--- src/rtl/i2c_rxfifo_wrctl.sv ---
// ---------------------------------------------------------------------------
// i2c_rxfifo_wrctl
// Slave-receive byte sequencer in front of the I2C RX FIFO write port.
// Shifts in SCL-sampled bits MSB first, decides ACK/NACK per byte from the
// FIFO full flag, issues a one-cycle active-low FIFO write strobe per
// accepted byte, and can stretch SCL (bounded) while the FIFO is full.
//
// Ports
//   wr_clk, rst_an        clock / async active-low reset
//   rx_en                 receive enable, low forces IDLE
//   start_det, stop_det   one-cycle START/repeated-START and STOP pulses
//   bit_vld, bit_in       one-cycle bit strobe and sampled SDA value
//   fifo_full             RX FIFO full flag
//   fifo_wr_n, fifo_di    FIFO write strobe (active low) and data
//   ack_drv               1 = pull SDA low during the ACK bit
//   scl_hold              1 = stretch SCL low
//   ovr_pulse             one-cycle pulse per byte dropped because of full
//   ovr_clr, ovr_cnt      dropped-byte counter (saturating) and its clear
//   busy                  1 while not IDLE
//
// state | meaning
// ------+-----------------------------------------------------------------
// IDLE  | no transfer, waiting for START
// SHIFT | collecting data bits of a byte
// HOLD  | byte complete, FIFO full, stretching SCL until space or timeout
// ACK   | byte accepted, driving ACK until the 9th clock
// NACK  | byte dropped, releasing SDA until the 9th clock, then IDLE
// ---------------------------------------------------------------------------
module i2c_rxfifo_wrctl #(
  parameter bit STRETCH_EN  = 1'b1,
  parameter int STRETCH_MAX = 1023,
  parameter int TMO_BITS    = 10
) (
  input  logic       wr_clk,
  input  logic       rst_an,
  input  logic       rx_en,
  input  logic       start_det,
  input  logic       stop_det,
  input  logic       bit_vld,
  input  logic       bit_in,
  input  logic       fifo_full,
  output logic       fifo_wr_n,
  output logic [7:0] fifo_di,
  output logic       ack_drv,
  output logic       scl_hold,
  output logic       ovr_pulse,
  input  logic       ovr_clr,
  output logic [7:0] ovr_cnt,
  output logic       busy
);

  typedef enum logic [2:0] {
    S_IDLE  = 3'd0,
    S_SHIFT = 3'd1,
    S_HOLD  = 3'd2,
    S_ACK   = 3'd3,
    S_NACK  = 3'd4
  } state_t;

  state_t              state;
  state_t              state_nxt;
  logic [7:0]          shreg;
  logic [3:0]          bit_cnt;
  logic [TMO_BITS-1:0] hold_cnt;

  logic                abort;
  logic                byte_end;
  logic                hold_tmo;
  logic                wr_go;
  logic                ovr_go;
  logic [7:0]          wr_data;

  // rx_en low and STOP outrank everything; START outranks bit events.
  assign abort    = ~rx_en | stop_det;
  assign byte_end = (state == S_SHIFT) & bit_vld & (bit_cnt == 4'd7);
  // hold_cnt is 0 in the first HOLD cycle, so this gives STRETCH_MAX cycles of stretch.
  assign hold_tmo = (hold_cnt == TMO_BITS'(STRETCH_MAX - 1));

  always_ff @(posedge wr_clk or negedge rst_an) begin
    if (!rst_an) begin
      state <= S_IDLE;
    end else begin
      state <= state_nxt;
    end
  end

  always_comb begin
    state_nxt = state;
    if (abort) begin
      state_nxt = S_IDLE;
    end else if (start_det) begin
      state_nxt = S_SHIFT;
    end else begin
      case (state)
        S_IDLE: state_nxt = S_IDLE;
        S_SHIFT: begin
          if (byte_end) begin
            if (!fifo_full)     state_nxt = S_ACK;
            else if (STRETCH_EN) state_nxt = S_HOLD;
            else                state_nxt = S_NACK;
          end
        end
        S_HOLD: begin
          if (!fifo_full)    state_nxt = S_ACK;
          else if (hold_tmo) state_nxt = S_NACK;
        end
        S_ACK:   if (bit_vld) state_nxt = S_SHIFT;
        S_NACK:  if (bit_vld) state_nxt = S_IDLE;
        default: state_nxt = S_IDLE;
      endcase
    end
  end

  // Next values for the registered write/overrun outputs. The write decision
  // always uses the current fifo_full, so a strobe is never issued into a full FIFO.
  always_comb begin
    wr_go   = 1'b0;
    ovr_go  = 1'b0;
    wr_data = shreg;
    if (!abort && !start_det) begin
      case (state)
        S_SHIFT: begin
          if (byte_end) begin
            wr_data = {shreg[6:0], bit_in};
            wr_go   = ~fifo_full;
            ovr_go  = fifo_full & ~STRETCH_EN;
          end
        end
        S_HOLD: begin
          wr_go  = ~fifo_full;
          ovr_go = fifo_full & hold_tmo;
        end
        default: begin
          wr_go  = 1'b0;
          ovr_go = 1'b0;
        end
      endcase
    end
  end

  always_ff @(posedge wr_clk or negedge rst_an) begin
    if (!rst_an) begin
      fifo_wr_n <= 1'b1;
      fifo_di   <= 8'h00;
      ack_drv   <= 1'b0;
      scl_hold  <= 1'b0;
      ovr_pulse <= 1'b0;
      ovr_cnt   <= 8'h00;
      busy      <= 1'b0;
    end else begin
      fifo_wr_n <= ~wr_go;
      if (wr_go) fifo_di <= wr_data;
      ack_drv   <= (state_nxt == S_ACK);
      scl_hold  <= (state_nxt == S_HOLD);
      ovr_pulse <= ovr_go;
      busy      <= (state_nxt != S_IDLE);
      if (ovr_clr) begin
        ovr_cnt <= 8'h00;
      end else if (ovr_go && (ovr_cnt != 8'hFF)) begin
        ovr_cnt <= ovr_cnt + 8'd1;
      end
    end
  end

  always_ff @(posedge wr_clk or negedge rst_an) begin
    if (!rst_an) begin
      shreg    <= 8'h00;
      bit_cnt  <= 4'd0;
      hold_cnt <= '0;
    end else begin
      if (abort || start_det) begin
        shreg   <= 8'h00;
        bit_cnt <= 4'd0;
      end else if ((state == S_SHIFT) && bit_vld) begin
        shreg   <= {shreg[6:0], bit_in};
        bit_cnt <= bit_cnt + 4'd1;
      end else if ((state == S_ACK) && bit_vld) begin
        bit_cnt <= 4'd0;
      end
      hold_cnt <= ((state == S_HOLD) && (state_nxt == S_HOLD)) ? hold_cnt + TMO_BITS'(1) : '0;
    end
  end

endmodule

--- config.mk ---
export PLATFORM = sky130hd
export DESIGN_NAME = i2c_rxfifo_wrctl
export DESIGN_NICKNAME = d
export VERILOG_FILES = /design/src/rtl/i2c_rxfifo_wrctl.sv
export SDC_FILE = /design/constraint.sdc
export NUM_CORES = 1
export LEC_CHECK = 0
export ABC_AREA = 1
export CORE_UTILIZATION = 35
export CTS_CLUSTER_DIAMETER = 30
export DETAILED_ROUTE_END_ITERATION = 6
export PLACE_DENSITY = 0.53
export SKIP_CTS_REPAIR_TIMING = 1
export SLEW_MARGIN = 30
export SYNTH_ARGS = -nofsm -noshare
export SYNTH_HDL_FRONTEND = slang
export SYNTH_SLANG_ARGS = --single-unit
--- constraint.sdc ---
create_clock -name wr_clk -period 2.08 [get_ports wr_clk]
set_input_delay 0.312 -clock wr_clk [delete_from_list [all_inputs] [get_ports wr_clk]]
set_output_delay 0.312 -clock wr_clk [all_outputs]
set_load 0.03 [all_outputs]
Word level (Yosys, flattened, before mapping) --
Cells that the tools add are included.
Storage, ports and cells: register bits 46, bits of input ports 9
Cells by class: mux-type cells 25, reduce and logical (&&, ||, !) cells 12, bitwise operators 7, add/subtract/negate cells 3, equal/unequal tests 9
Operators with widths (count):
- $mux 8 | 7
- $mux 3 | 7
- $eq 3x2->1 const B | 4
- $mux 4 | 3
- $pmux 3 s4 | 1
- $add 10x1->10 const B | 1
- $eq 10x10->1 const B | 1
- $mux 10 | 1
- $add 8x1->8 const B | 1
- $ne 8x8->1 const B | 1
- $reduce_bool 3->1 | 2
- $logic_and 1x1->1 | 5
- $mux 1 | 5
- $add 4x1->4 const B | 1
- $eq 4x3->1 const B | 1
- $reduce_bool 2->1 | 2
- $and 1x1->1 | 3
- $eq 3x1->1 const B | 1
- $eq 3x3->1 const B | 1
- $not 1->1 | 3
- $logic_not 1->1 | 2
- $pmux 1 s2 | 1
- $logic_or 1x1->1 | 1
- $or 1x1->1 | 1

Logic depth before layout (Yosys ltp) --
word-level depth 10, mapped depth 10

Worst setup path before layout --
OpenSTA, ideal clock, no wires.
path type reg-to-reg, from register ovr_cnt[0], to register ovr_cnt[6], stages on the path, launching flop included 9, required time 1.962 ns, setup time 0.118 ns, data arrival time 1.497 ns, slack 0.466 ns, cell sequence dfrtp_1 -> ha_1 -> nand2_1 -> nor2_1 -> nand3_1 -> nand3_2 -> nand2_4 -> nand3_1 -> nand2_1
Between the ends: longest elaborated chain between the ends 3, elaborated cells on any way between the ends 6, classes of those cells add/sub (1); eq/ne (1); mux (2); reduce/logical (2)
RTL lines:
- start: declaration | RTL line 48 | output logic [7:0] ovr_cnt,
- start signal: assignment | RTL line 160 | ovr_cnt <= ovr_cnt + 8'd1;
- $add 8x1->8 or $ne 8x8->1 (tied branches) | RTL line 160, 159
- $mux 8 or $logic_and 1x1->1 (tied branches) | RTL line 159 | end else if (ovr_go && (ovr_cnt != 8'hFF)) begin
- $mux 8 or $reduce_bool 2->1 (tied branches)
Several ways; a longest one is shown, not always the timed one. The select of a mux whose other input is x is not followed. A chain may end at the register's enable or synchronous reset.

Worst setup path in the final report --
from register ovr_cnt[2], to output port ovr_cnt[2]
No word-level cell between the ends.

==> results_dict.tcl <==
set metrics [dict create \
    fmax_mhz 560.7 \
    syn-cell-area_sq_um 2237 \
    drc_errors 0 \
    vias 1815 \
    power.leakage_nw 1.251 \
    synth_ff_type "dfrtp_1" \
    clockBufferDepth 2 \
    cts.clk_slew.worst_paths_ns 0.09 \
    ant_nets 0 \
    final-hold-violation-count 36 \
    grt_first_pass_wirelength_um 7693 \
    finalCritPeriodShare_pct 85.74 \
    clk_latency_ns 0.30 \
    cp_slowest_cell "clkdlybuf4s50_1" \
    grt_max_degree 47 \
    synth_seq_cells 46 \
    place_congestion 0.7578 \
    critPathMaxStageDelay_ns 0.71 \
    syn2layout_area_growth_pct 22.99 \
    path_cells "clkdlybuf4s50_1" \
    finalWirelength_um 4471 \
    avgSynthCellArea_sq_um 8.506 \
    tritoncts "done" \
    fin_nets 313 \
    first_pass_iters 4 \
    power.density_nw_per_um2 616.1 \
    fin_crit_ns 1.783 \
    pin_count 30 \
    grt_pass1_vias 1688 \
    cts.sinks 46 \
    cts_made_buffers 5 \
    finish.instance_area_sq_um 2751 \
    dp_hpwl_um 3104 \
    ir_drop_mv 0.2848 \
    place_area_sq_um 2641 \
    tightest_slew_ns 0.4185 \
    yosys_warnings 0 \
    setup_viol_count_final 0 \
    slew_headroom_pct 72.07 \
    num_rows 28 \
    syn_inst 263 \
    grt_overflow_total 0 \
    critical_path_buf_inv_count 1 \
    yosysUniqueCellTypes 31 \
    worst_hold_slack_ns -0.02474 \
    status "finished with violations" \
    synth_edf_count 0 \
    syn-num-nets 276 \
    drive_gt1_share_pct 8.638 \
    htree_levels 2 \
    path_delay_family "buffers and inverters" \
    path_class "flip-flop to output port" \
    skew_ns 0.007256 \
    vias_per_cell 4.827 \
    violations "negative hold slack" \
    drt_iter0_markers 104 \
    grt_setup_unrepaired "no" \
    num_antenna_cells 0 \
    root_buffer "clkbuf_8" \
    dieWidth_um 81.95 \
    grt_use_total_pct 15.20 \
    fp.dieH_um 81.95 \
    start_util_pct 37.13 \
    required_ns 1.77 \
    synthArstFlopShare_pct 100.0 \
    coreArea_sq_um 6026 \
    yosysSeqAreaShare_pct 51.51 \
    antenna_found_initial 0 \
    fin_tns_setup_ns 0 \
    portBuffers 29 \
    final_max_slew_viol_count 0 \
    crit_path_start_kind "flip-flop" \
    die_area_sq_um 6716 \
    cp-end-kind "output port" \
    wl_per_cell_um 11.89 \
    cp_max_fo 7 \
    drv_cap 0 \
    cp.arrival_ns 1.47 \
    hold_path.class "primary input to async pin" \
]
==> cell families (layout without fill, tap and decap cells) <==
family | Yosys count | in the layout | share of synthesized area, %
DFF | 46 | 46 | 51.51
buffers and inverters | 32 | 70 | 5.481
and+or+nand+nor | 141 | 141 | 28.52
xor gates and xnor gates | 12 | 12 | 4.698
adders and majority gates | 4 | 4 | 2.237
AOI/OAI and AO/OA | 28 | 28 | 7.550
==> stage by stage <==
step	hold WS, ns	util (%)	setup WS [ns]	power [mW]	std cells
final	-0.02474	45.66	0.2966	1.695	376
after global routing	0.005021	45.66	0.1545	1.770	376
after CTS	-0.01122	45.66	0.2850	1.718	376
after global placement	0.3198	43.83	0.04653	1.048	368
after floorplan	0.01641	-	0.4656	0.9814	263
after detailed placement	0.3181	43.83	0.04392	1.048	368
==> cell usage after synthesis, types with 2 or more instances <==
cell type	count	area, sq um
nand2_1	64	240.2
dfrtp_1	45	1126
nor2_1	31	116.4
nand3_1	29	145.1
inv_1	28	105.1
o21ai_0	13	65.06
xor2_1	8	70.07
o22ai_1	7	43.79
ha_1	4	50.05
xnor2_1	4	35.03
a21oi_1	3	15.01
nor2_2	3	18.77
nor3_1	3	15.01
buf_2	2	10.01
inv_2	2	7.510
nand2_2	2	12.51
==> layer usage <==
metal / global-route usage (%) / vias up / routed length [um]
met5: 0 / - / 0
met4: 5.439 / 0 / 71
met3: 3.778 / 8 / 165
met2: 23.47 / 39 / 1940
met1: 20.58 / 847 / 2293
li1: - / 921 / -
==> sequential cells by signal, summed over array words and instances, names as in the netlist <==
signal	flops
shreg	8
ovr_pulse	1
ovr_cnt	8
busy	1
ack_drv	1
bit_cnt	4
fifo_wr_n	1
fifo_di	8
hold_cnt	10
scl_hold	1
state	3
==> power breakdown <==
part | switching [mW] | internal [mW] | total [mW]
clock | 0.309 | 0.359 | 0.668
sequential | 0.0134 | 0.902 | 0.916
combinational | 0.0695 | 0.0425 | 0.112
total | 0.392 | 1.30 | 1.70
==> area by class of cell <==
class	count	area [sq um]
sequential	46	1152
timing repair buffer	32	320.3
fill	607	3274
clock inverter	2	37.54
clock buffer	6	72.57
inverter	30	112.6
multi-input combinational	185	962.2
tap	75	93.84
==> worst paths after layout <==
| check | from | endpoint | depth (start not counted) | slack, ns |
|---|---|---|---|---|
| max | ovr_cnt[2] | ovr_cnt[2] | 1 | 0.30 |
| min | rst_an | hold_cnt[5] | 2 | -0.02 |
| max reg2reg | bit_cnt[0] | hold_cnt[1] | 9 | 0.36 |
| min reg2reg | hold_cnt[0] | hold_cnt[0] | 1 | 0.47 |
| max in group asynchronous | rst_an | fifo_wr_n | 2 | 1.82 |
| min in group wr_clk | hold_cnt[0] | hold_cnt[0] | 1 | 0.47 |
==> cell usage in the layout (no fill, tap or decap), drive strengths merged, types with 3 or more instances in the layout <==
cell           count
a21oi              4
buf                4
clkbuf             6
clkdlybuf4s50     28
dfrtp             45
ha                 4
inv               30
nand2             67
nand3             31
nor2              35
nor3               3
o21ai             14
o22ai              7
xnor2              4
xor2               8
Power figures use the tool's default switching activity.
